===== config.mk =====
export PLATFORM = sky130hd
export DESIGN_NAME = pixel_stream_tx
export DESIGN_NICKNAME = d
export VERILOG_FILES = /design/src/rtl/pixel_stream_tx.sv
export SDC_FILE = /design/constraint.sdc
export NUM_CORES = 1
export LEC_CHECK = 0
export ABC_CLOCK_PERIOD_IN_PS = 2850
export CAP_MARGIN = 40
export CORE_MARGIN = 4
export CORE_UTILIZATION = 56
export CTS_CLUSTER_DIAMETER = 150
export DETAILED_ROUTE_END_ITERATION = 8
export MAX_ROUTING_LAYER = met4
export PLACE_DENSITY = 0.87
export SETUP_SLACK_MARGIN = 0.2
export SLEW_MARGIN = 20
export SYNTH_ARGS = -nofsm -noshare
export SYNTH_HDL_FRONTEND = slang
export SYNTH_SLANG_ARGS = --single-unit

===== constraint.sdc =====
create_clock -name i_clk -period 2.85 [get_ports i_clk]
set_input_delay 0.855 -clock i_clk [delete_from_list [all_inputs] [get_ports i_clk]]
set_output_delay 0.855 -clock i_clk [all_outputs]
set_load 0.02 [all_outputs]

===== src/rtl/pixel_stream_tx.sv =====
// Streams one WIDTH x HEIGHT 8-bit frame from a 1-cycle-latency frame memory to a
// ready/valid pixel sink, using a small prefetch FIFO to absorb read latency.
module pixel_stream_tx #(
    parameter int WIDTH      = 640,
    parameter int HEIGHT     = 480,
    parameter int ADDR_W     = 19,
    parameter int FIFO_DEPTH = 4
) (
    input  logic              i_clk,
    input  logic              i_rst_n,
    input  logic              i_frame_go,
    output logic              o_busy,
    output logic              o_done,
    output logic [7:0]        o_frame_cnt,
    output logic              mem_rd,
    output logic [ADDR_W-1:0] mem_addr,
    input  logic [7:0]        mem_q,
    input  logic              i_ready,
    output logic [7:0]        o_pixel,
    output logic              o_valid,
    output logic              o_start
);

    localparam logic [ADDR_W-1:0] LAST_IDX = ADDR_W'(WIDTH * HEIGHT - 1);
    localparam int PTR_W = (FIFO_DEPTH > 1) ? $clog2(FIFO_DEPTH) : 1;
    localparam int CNT_W = $clog2(FIFO_DEPTH + 1);
    localparam logic [PTR_W-1:0] PTR_LAST = PTR_W'(FIFO_DEPTH - 1);
    localparam logic [CNT_W:0]   DEPTH_C  = (CNT_W + 1)'(FIFO_DEPTH);

    typedef enum logic [1:0] {S_IDLE, S_FETCH, S_DRAIN, S_DONE} state_t;

    state_t            r_state;
    state_t            w_state_nxt;
    logic [ADDR_W-1:0] r_rd_idx;
    logic [ADDR_W-1:0] r_pop_idx;
    logic              r_in_flight;
    logic [7:0]        r_fifo [FIFO_DEPTH];
    logic [PTR_W-1:0]  r_wr_ptr;
    logic [PTR_W-1:0]  r_rd_ptr;
    logic [CNT_W-1:0]  r_count;
    logic [7:0]        r_frame_cnt;

    logic              w_empty;
    logic              w_push;
    logic              w_pop;
    logic              w_rd;
    logic              w_go_acc;
    logic [CNT_W:0]    w_pending;

    // Reads are throttled on occupancy plus the one outstanding read, so a pop in the
    // same cycle is never counted on and the FIFO cannot overflow.
    assign w_empty   = (r_count == '0);
    assign w_pending = {1'b0, r_count} + {{CNT_W{1'b0}}, r_in_flight};
    assign w_rd      = (r_state == S_FETCH) && (w_pending < DEPTH_C);
    assign w_push    = r_in_flight;
    assign w_pop     = !w_empty && i_ready;
    assign w_go_acc  = (r_state == S_IDLE) && i_frame_go;

    assign o_valid     = !w_empty;
    assign o_pixel     = r_fifo[r_rd_ptr];
    assign o_start     = !w_empty && (r_pop_idx == '0);
    assign o_frame_cnt = r_frame_cnt;
    assign mem_addr    = r_rd_idx;

    always_comb begin
        w_state_nxt = r_state;
        o_busy      = 1'b1;
        o_done      = 1'b0;
        mem_rd      = 1'b0;
        unique case (r_state)
            S_IDLE: begin
                o_busy = 1'b0;
                if (i_frame_go) w_state_nxt = S_FETCH;
            end
            S_FETCH: begin
                mem_rd = w_rd;
                if (w_rd && (r_rd_idx == LAST_IDX)) w_state_nxt = S_DRAIN;
            end
            S_DRAIN: begin
                if (w_pop && (r_pop_idx == LAST_IDX)) w_state_nxt = S_DONE;
            end
            S_DONE: begin
                o_done      = 1'b1;
                w_state_nxt = S_IDLE;
            end
            default: w_state_nxt = S_IDLE;
        endcase
    end

    always_ff @(posedge i_clk or negedge i_rst_n) begin
        if (!i_rst_n) begin
            r_state     <= S_IDLE;
            r_rd_idx    <= '0;
            r_pop_idx   <= '0;
            r_in_flight <= 1'b0;
            r_frame_cnt <= '0;
        end else begin
            r_state     <= w_state_nxt;
            r_in_flight <= w_rd;
            if (w_go_acc) begin
                r_rd_idx  <= '0;
                r_pop_idx <= '0;
            end else begin
                if (w_rd && (r_rd_idx != LAST_IDX))   r_rd_idx  <= r_rd_idx + 1'b1;
                if (w_pop && (r_pop_idx != LAST_IDX)) r_pop_idx <= r_pop_idx + 1'b1;
            end
            if (r_state == S_DONE) r_frame_cnt <= r_frame_cnt + 8'd1;
        end
    end

    always_ff @(posedge i_clk or negedge i_rst_n) begin
        if (!i_rst_n) begin
            r_fifo   <= '{default: '0};
            r_wr_ptr <= '0;
            r_rd_ptr <= '0;
            r_count  <= '0;
        end else begin
            if (w_push) begin
                r_fifo[r_wr_ptr] <= mem_q;
                r_wr_ptr         <= (r_wr_ptr == PTR_LAST) ? '0 : r_wr_ptr + 1'b1;
            end
            if (w_pop) r_rd_ptr <= (r_rd_ptr == PTR_LAST) ? '0 : r_rd_ptr + 1'b1;
            case ({w_push, w_pop})
                2'b10:   r_count <= r_count + 1'b1;
                2'b01:   r_count <= r_count - 1'b1;
                default: r_count <= r_count;
            endcase
        end
    end

endmodule


---- After elaboration in Yosys (flattened, before gate mapping) ----
Index checks and enable logic that the tools add are counted.
cells by class
  divide/modulo/power cells ............... 0
  reductions and logical operators ........ 17
  magnitude comparators ................... 4
  equal/unequal tests ..................... 14
  bitwise logic cells ..................... 2
  shifts and indexed selects .............. 0
  multipliers ............................. 0
  $add $sub $neg .......................... 8
  multiplexer cells ....................... 20
operators by type and width
  kind                                                number
  2-to-1 mux 19 bit                                   4
  adder 19 x 1 -> 19 bit, second input constant       2
  == test 19 bit, second input constant               2
  inequality test 19 bit, second input constant       2
  bitwise mux 32 bit                                  1
  2-to-1 mux 8 bit                                    3
  logical NOT 19 bit                                  1
  binary-select mux 8 bit (select 2 bit)              1
  demux 8 bit (select 2 bit)                          1
  == test 2 bit, second input constant                5
  2-to-1 mux 2 bit                                    5
  logical AND 1 bit                                   9
  adder 8 x 1 -> 8 bit, second input constant         1
  case mux 2 bit (4 select lines)                     1
  >= comparator 3 bit, second input constant          2
  NOT 2 -> 3 bit                                      2
  case mux 3 bit (2 select lines)                     1
  nonzero test 2 bit                                  3
  adder 2 x 1 -> 2 bit, second input constant         2
  adder 3 x 1 -> 4 bit                                1
  == test 2 x 1 -> 1 bit, second input constant       2
  < comparator 4 x 3 -> 1 bit, second input constant  1
  inequality test 2 bit, second input constant        2
  adder 3 x 1 -> 3 bit, second input constant         1
  other kinds (8)                                     10
storage, ports and cells
  input port bits ......................... 12
  bits in read-only memories .............. 0
  bits in writable memories ............... 0
  register bits ........................... 88
  memories ................................ 0
  bits in latches ......................... 0
  output and inout port bits .............. 40

---- Logic depth before layout (Yosys ltp) ----
Gate-level depths: netlist of the first run.
  depth in word-level cells ............... 6
  depth in mapped cells ................... 10
  gate-level depth less buffers ........... 9

---- Worst setup path before layout of the first run ----
Ideal clock, no wire load.
  path kind ............................... register -> output
  from .................................... register r_pop_idx[16]
  to ...................................... output o_start
  arrival time ............................ 1.512 ns
  stages on the path, launching flop included .. 3
  setup slack ............................. 0.483 ns
  cell sequence ........................... dfrtp_1 or4_4 nor3b_1
between the ends
  word-level cells in the longest chain between the ends .. 2
RTL lines
  element                   RTL line  text
  start: declaration        35        logic [ADDR_W-1:0] r_pop_idx;
  start signal: assignment  105       if (w_pop && (r_pop_idx != LAST_IDX)) r_pop_idx <= r_pop_idx + 1'b1;
  logical NOT 19 bit        61        assign o_start = !w_empty && (r_pop_idx == '0);
  logical AND 1 bit         61
  end: declaration          21        output logic o_start
No other way between the ends.

---- Worst setup path after layout of the first run ----
  from .................................... register r_pop_idx[0]
  to ...................................... output o_start
The elaborated chain is that of the path after synthesis.

==> results of run 1 <==
metal layers:
| layer | track usage (%) | share of wire, % | up-vias |
|---|---|---|---|
| met5 | - | 0 | - |
| met2 | 35.79 | 51 | 86 |
| li1 | - | - | 1586 |
| met4 | 7.242 | 1.3 | 0 |
| met1 | 27.24 | 44 | 1647 |
| met3 | 4.643 | 3.7 | 10 |
repair_timing:
item                                    4_1_cts  5_1_grt
endpoints found under the setup margin       12        9
setup buffers                                 0        4
gates resized for setup                      28        8
cloned                                        0        0
registers in the layout, indices dropped and copies added, names as in the netlist:
| register | flops |
|---|---|
| mem_addr | 19 |
| r_state | 2 |
| r_pop_idx | 19 |
| r_fifo | 32 |
| r_rd_ptr | 2 |
| r_count | 3 |
| o_frame_cnt | 8 |
| r_wr_ptr | 2 |
| r_in_flight | 1 |
report_power, final:
group / internal, mW / switching, mW
clock network: 0.504 / 0.478
registers: 1.65 / 0.332
logic: 1.06 / 1.03
worst max-delay path: stages, from the launching register on:
cell and delay (ns):
dfrtp_1 0.40, inv_1 0.09, ha_1 0.15, nor4b_2 0.20, nand4_1 0.15, nor3b_2 0.23, buf_4 0.17
cell families after synthesis:
family          share of synthesized area (%)
buf+inv                                 3.049
xor+xnor                                5.240
simple gates                            16.61
fa+ha+maj                               4.602
compound gates                          8.567
mux                                     13.14
flops                                   48.79
Yosys cell counts (all sizes together) (2+ instances only):
| library cell | n | share of area (%) |
|---|---|---|
| a211oi | 4 | 0.67 |
| a21o | 2 | 0.33 |
| a21oi | 18 | 2.1 |
| a31o | 8 | 1.6 |
| a31oi | 5 | 0.69 |
| a41o | 3 | 0.67 |
| and3 | 7 | 1.0 |
| and4 | 4 | 0.78 |
| buf | 5 | 0.67 |
| clkbuf | 7 | 0.61 |
| dfrtp | 88 | 49 |
| ha | 15 | 4.2 |
| inv | 19 | 1.6 |
| mux2 | 34 | 8.5 |
| mux2i | 3 | 0.67 |
| mux4 | 8 | 4.0 |
| nand2 | 35 | 2.9 |
| nand3 | 14 | 1.7 |
| nand4 | 11 | 1.9 |
| nor2 | 36 | 3.0 |
| nor3 | 8 | 1.0 |
| nor3b | 2 | 0.33 |
| nor4 | 10 | 1.7 |
| o21ai | 7 | 0.78 |
| o31ai | 2 | 0.33 |
| or3 | 7 | 0.97 |
| or4 | 3 | 0.64 |
| xnor2 | 22 | 4.3 |
| xor2 | 5 | 0.97 |
per-stage QoR:
step / power [mW] / utilization, % / instance area [um2] / cells
5_1_grt: 5.393 / 70.28 / 5459 / 576
3_5_place_dp: 4.147 / 67.04 / 5207 / 556
3_3_place_gp: 4.012 / 67.04 / 5207 / 556
2_1_floorplan: 3.308 / - / 4513 / 403
4_1_cts: 5.085 / 70.10 / 5445 / 572
6_report: 5.059 / 70.28 / 5459 / 576
worst paths after layout:
kind	endpoint	slack [ns]	cells past startpoint
worst max-delay path	o_start	0.24	6
worst max register to register	r_pop_idx[1]	0.48	6
min in group i_clk	o_frame_cnt[7]	0.48	1
worst min-delay path	o_frame_cnt[5]	0.46	1
max in group asynchronous	r_rd_ptr[1]	1.74	2
worst min register to register	o_frame_cnt[7]	0.48	1
cell type report:
cell class	count	area, um2	area share [%]
Sequential cell	88	2205	40.38
Tap cell	102	127.6	2.338
Multi-Input combinational cell	283	2187	40.06
Timing Repair Buffer	68	639.4	11.71
Inverter	19	71.32	1.306
Clock buffer	9	123.9	2.269
Clock inverter	7	105.1	1.925
==> metrics, run 1 <==
Core ar.=7767 um2; Die Ht=97.77 um; Period Utilization, post-route=91.53%; Die Area=9559 um2; worst reg2reg path startpoint=r_pop_idx[16]; Fin Hold WS=0.4567 ns; EDFF count, synth=0; Syn Std Cell Area=4513 um2; prevailing post-synth register cell=dfrtp_1; Clock Skew=0.009777 ns; CTS tree=done; drt first pass iters=4; Clk Latency, worst-skew pair=0.36 ns; clock root buffer master=clkbuf_8; Fill cells=558; crit path kind=flop to primary output; final setup TNS=0 ns; pre-CTS setup slack=0.08470 ns; CP endpoint kind=primary output; initial antenna violation count=0; gr usage total=21.85%; area grow syn2layout=20.96%; std cell rows=32; Synth Instances=403; CTS sink count=88; via count=3329; Clock Path Buffers=2; Port Buf Inserts=51; hold crit path type=primary input to asynchronous set/reset pin; gpl congestion=0.8827; setup repair after global routing missed its margin=yes; CTS clk-pin slew, worst paths=0.09 ns; largest net degree at the start of global routing=51; CP startpoint=r_pop_idx[0]; CTS H-tree depth=3; gr ovfl total=0; sequential fraction of the synthesis area=48.79%; commonest non-fill, non-tap cell in the layout=dfrtp_1; relative slew slack=53.72%; CP required=2.00 ns; run status=finished, final reports clean; nets=497; max_cap viols=0; CTS Buf Count=9; Worst setup SP type=flop; DRC Markers=0; drt total wl=9554 um; CP Max Fanout=3; Tmin final=2.609 ns; Async SR Flop Fraction=100.0%; fin. max-slew vios=0; ANT cells=0; Die Width=97.77 um; ratio of cells with drive above 1 in the final layout=22.36%; Initial Util=58.10%; hold_buf cts=0; WL/cell=16.59 um; Initial DRC Count=110; Max Freq=0.3833 GHz; net count after synthesis=431; Setup WS post-layout=0.2413 ns; IO Count=52; Arr. time, crit path=1.75 ns; first-pass GRT wire length=16530 um; Fin. Hold Viols=0; Detailed Place HPWL=6602 um; cell area power density=926.8 nW/um2; LEAKAGE=2.369 nW; most frequent cells in the layout=86 x dfrtp_1, 37 x clkdlybuf4s50_1, 35 x nand2_1, 35 x nor2_1, 33 x mux2_2; number of synthesized register bits=88; Via density=5.780; Syn Area/Cell=11.20 um2; number of warnings issued by yosys=0; Final ANT Viol Nets=0; final setup vio count=0; worst-margin pin slew=0.6878 ns; vias in the first global route=3474; VDD IR-drop max=0.3934 mV; Unique masters post-synth=52
Power figures use the tool's default switching activity.
==> inputs of run 2 (changes only) <==
--- a/constraint.sdc
+++ b/constraint.sdc
@@ -3,2 +3,2 @@
 set_output_delay 0.855 -clock i_clk [all_outputs]
-set_load 0.02 [all_outputs]
+set_load 0.1 [all_outputs]
==> run 2 against run 1 <==
  * Combinational power is 78% higher
  * Clock power is 14% lower
  * Total power rose by 30%
  * Die area did not move
  * Register-to-register slack barely moved
  * Hold slack worse by 0.017 ns
  * Critical path depth decreased by 2
  * Fmax down 5.4%
  * Global-route usage down 1.2 points
  * Clock skew up 0.0011 ns
  * Non-clock buffer count is 9 lower
  * Sequential share of layout area up 0.29 points
==> metrics, run 2 (synthesis results as in run 1) <==
run status=finished, final reports clean (unchanged); Reg power frac=30.8% (was 39.3%); gr ovfl total=0 (unchanged); ratio of cells with drive above 1 in the final layout=28.60% (was 22.36%); vias in the first global route=3295 (was 3474); drt first pass iters=5 (was 4); Die Width=97.77 um (unchanged); IO Count=52 (unchanged); Clock Skew=0.01092 ns (was 0.009777 ns); drt total wl=9388 um (was 9554 um); Core Util, Final=69.73% (was 70.28%); CP endpoint kind=primary output (unchanged); initial antenna violation count=0 (unchanged); Clock Path Buffers=2 (unchanged); Die Ht=97.77 um (unchanged); CTS H-tree depth=3 (unchanged); std cell rows=32 (unchanged); Detailed Place HPWL=6616 um (was 6602 um); largest net degree at the start of global routing=37 (was 51); Core ar.=7767 um2 (unchanged); R2R depth=6 (unchanged); Max Freq=0.3628 GHz (was 0.3833 GHz); first-pass GRT wire length=15810 um (was 16530 um); Final ANT Viol Nets=0 (unchanged); CTS clk-pin slew, worst paths=0.10 ns (was 0.09 ns); WL/cell=16.56 um (was 16.59 um); clock power share=12.7% (was 19.4%); P_sw=3.247 mW (was 1.838 mW); Clk Latency, worst-skew pair=0.37 ns (was 0.36 ns); gr usage total=20.69% (was 21.85%); Die Area=9559 um2 (unchanged); crit path kind=flop to primary output (unchanged); CP required=2.00 ns (about the same); clock root buffer master=clkbuf_8 (unchanged); storage element area=2203 um2 (was 2205 um2); hold crit path type=primary input to asynchronous set/reset pin (unchanged); VDD IR-drop max=0.5683 mV (was 0.3934 mV); Tmin final=2.756 ns (was 2.609 ns); max_cap viols=0 (unchanged); Fin. Hold Viols=0 (unchanged); cell area power density=1218 nW/um2 (was 926.8 nW/um2); relative slew slack=52.70% (was 53.72%); switch share=49.22% (was 36.32%); Worst setup SP type=flop (unchanged); CTS Buf Count=9 (unchanged); commonest non-fill, non-tap cell in the layout=dfrtp_1 (unchanged); Fill cells=567 (was 558); Via density=5.892 (was 5.780); final setup vio count=0 (unchanged); setup repair after global routing missed its margin=yes (unchanged); Fin Hold WS=0.4394 ns (was 0.4567 ns); CP Max Fanout=7 (was 3); DRC Markers=0 (unchanged); Initial DRC Count=180 (was 110); Pint=3.349 mW (was 3.222 mW); final setup TNS=0 ns (unchanged); Top reg by flops=r_fifo (unchanged); Post-Layout Inst Area=5416 um2 (was 5459 um2); worst-margin pin slew=0.7031 ns (was 0.6878 ns); area of the multi-input gates=2218 um2 (was 2187 um2); nets=488 (was 497); Comb pwr share=56.5% (was 41.3%); gpl congestion=0.8062 (was 0.8827); CTS sink count=88 (unchanged); fin. max-slew vios=0 (unchanged); hold_buf cts=0 (unchanged); Arr. time, crit path=1.90 ns (was 1.75 ns); CTS tree=done (unchanged); Post-DP Area=5187 um2 (was 5207 um2); most frequent cells in the layout=87 x dfrtp_1, 38 x buf_4, 35 x nor2_1 (was 86 x dfrtp_1, 37 x clkdlybuf4s50_1, 35 x nand2_1, 35 x nor2_1, 33 x mux2_2); Period Utilization, post-route=96.71% (was 91.53%); ANT cells=0 (unchanged); Largest register FFs=32 (unchanged); area grow syn2layout=20.02% (was 20.96%); Initial Util=58.10% (unchanged); LEAKAGE=2.396 nW (was 2.369 nW); via count=3341 (was 3329); Port Buf Inserts=51 (unchanged)
[run 2: cell count changes in the layout (fill, tap and decap cells not counted), sizes merged, moves of 2 or more]
cell           change
clkdlybuf4s15      -3
clkbuf             -4
buf               +30
inv                +5
bufinv             -2
clkinv             -2
clkdlybuf4s50     -27
dlygate4sd2        -4
[run 2: layout make-up]
class	instances	share of cell area (%)
clock inverters	7	1.224
repair buffers	59	11.18
clock buffers	9	2.287
flip-flops and latches	88	40.68
inverters	19	1.317
well taps	102	2.356
multi-input cells	283	40.96
[run 2: what timing repair did]
action | in CTS | in global routing
endpoints found under the setup margin | 9 | 2
pin swaps | 1 | 3
gates resized for setup | 2 | 6
setup buffers | 0 | 1
[run 2: per-layer routing]
metal | track usage (%) | vias to the layer above | part of all wire (%)
li1 | - | 1576 | -
met4 | 5.005 | 0 | 1.3
met3 | 4.429 | 10 | 3.8
met5 | - | - | 0
met2 | 32.95 | 71 | 51
met1 | 27.41 | 1684 | 44
[run 2: power groups by stage]
stage	Clock [mW]	Combinational, mW	Sequential, mW
finish	0.841	3.73	2.03
detailed placement	0	3.70	2.05
global placement	0	3.61	2.00
global route	0.923	3.90	2.09
CTS	0.861	3.72	2.03
floorplan	0	2.30	2.36
[run 2: critical path: stages, from the launching register on]
cell	delay [ns]
dfrtp_1	0.47
nor4_1	0.37
nand4_1	0.22
nor3b_4	0.27
buf_12	0.20
[run 2: final timing paths]
path	startpoint	to	slack, ns
max in group asynchronous	i_rst_n	o_frame_cnt[4]	1.79
worst min register to register	o_frame_cnt[7]	o_frame_cnt[7]	0.48
worst max register to register	r_pop_idx[17]	r_pop_idx[1]	0.49
min in group i_clk	o_frame_cnt[7]	o_frame_cnt[7]	0.48
worst min-delay path	i_rst_n	r_fifo[23]	0.44
worst max-delay path	r_pop_idx[13]	o_start	0.09
[run 2: through the flow]
stage | worst slack (ns) | total power, mW | cells
finish | 0.09374 | 6.596 | 567
CTS | 0.1316 | 6.603 | 566
floorplan | 0.1634 | 4.666 | 403
detailed placement | 0.1373 | 5.749 | 550
global placement | 0.2005 | 5.605 | 550
global route | 0.02185 | 6.919 | 567
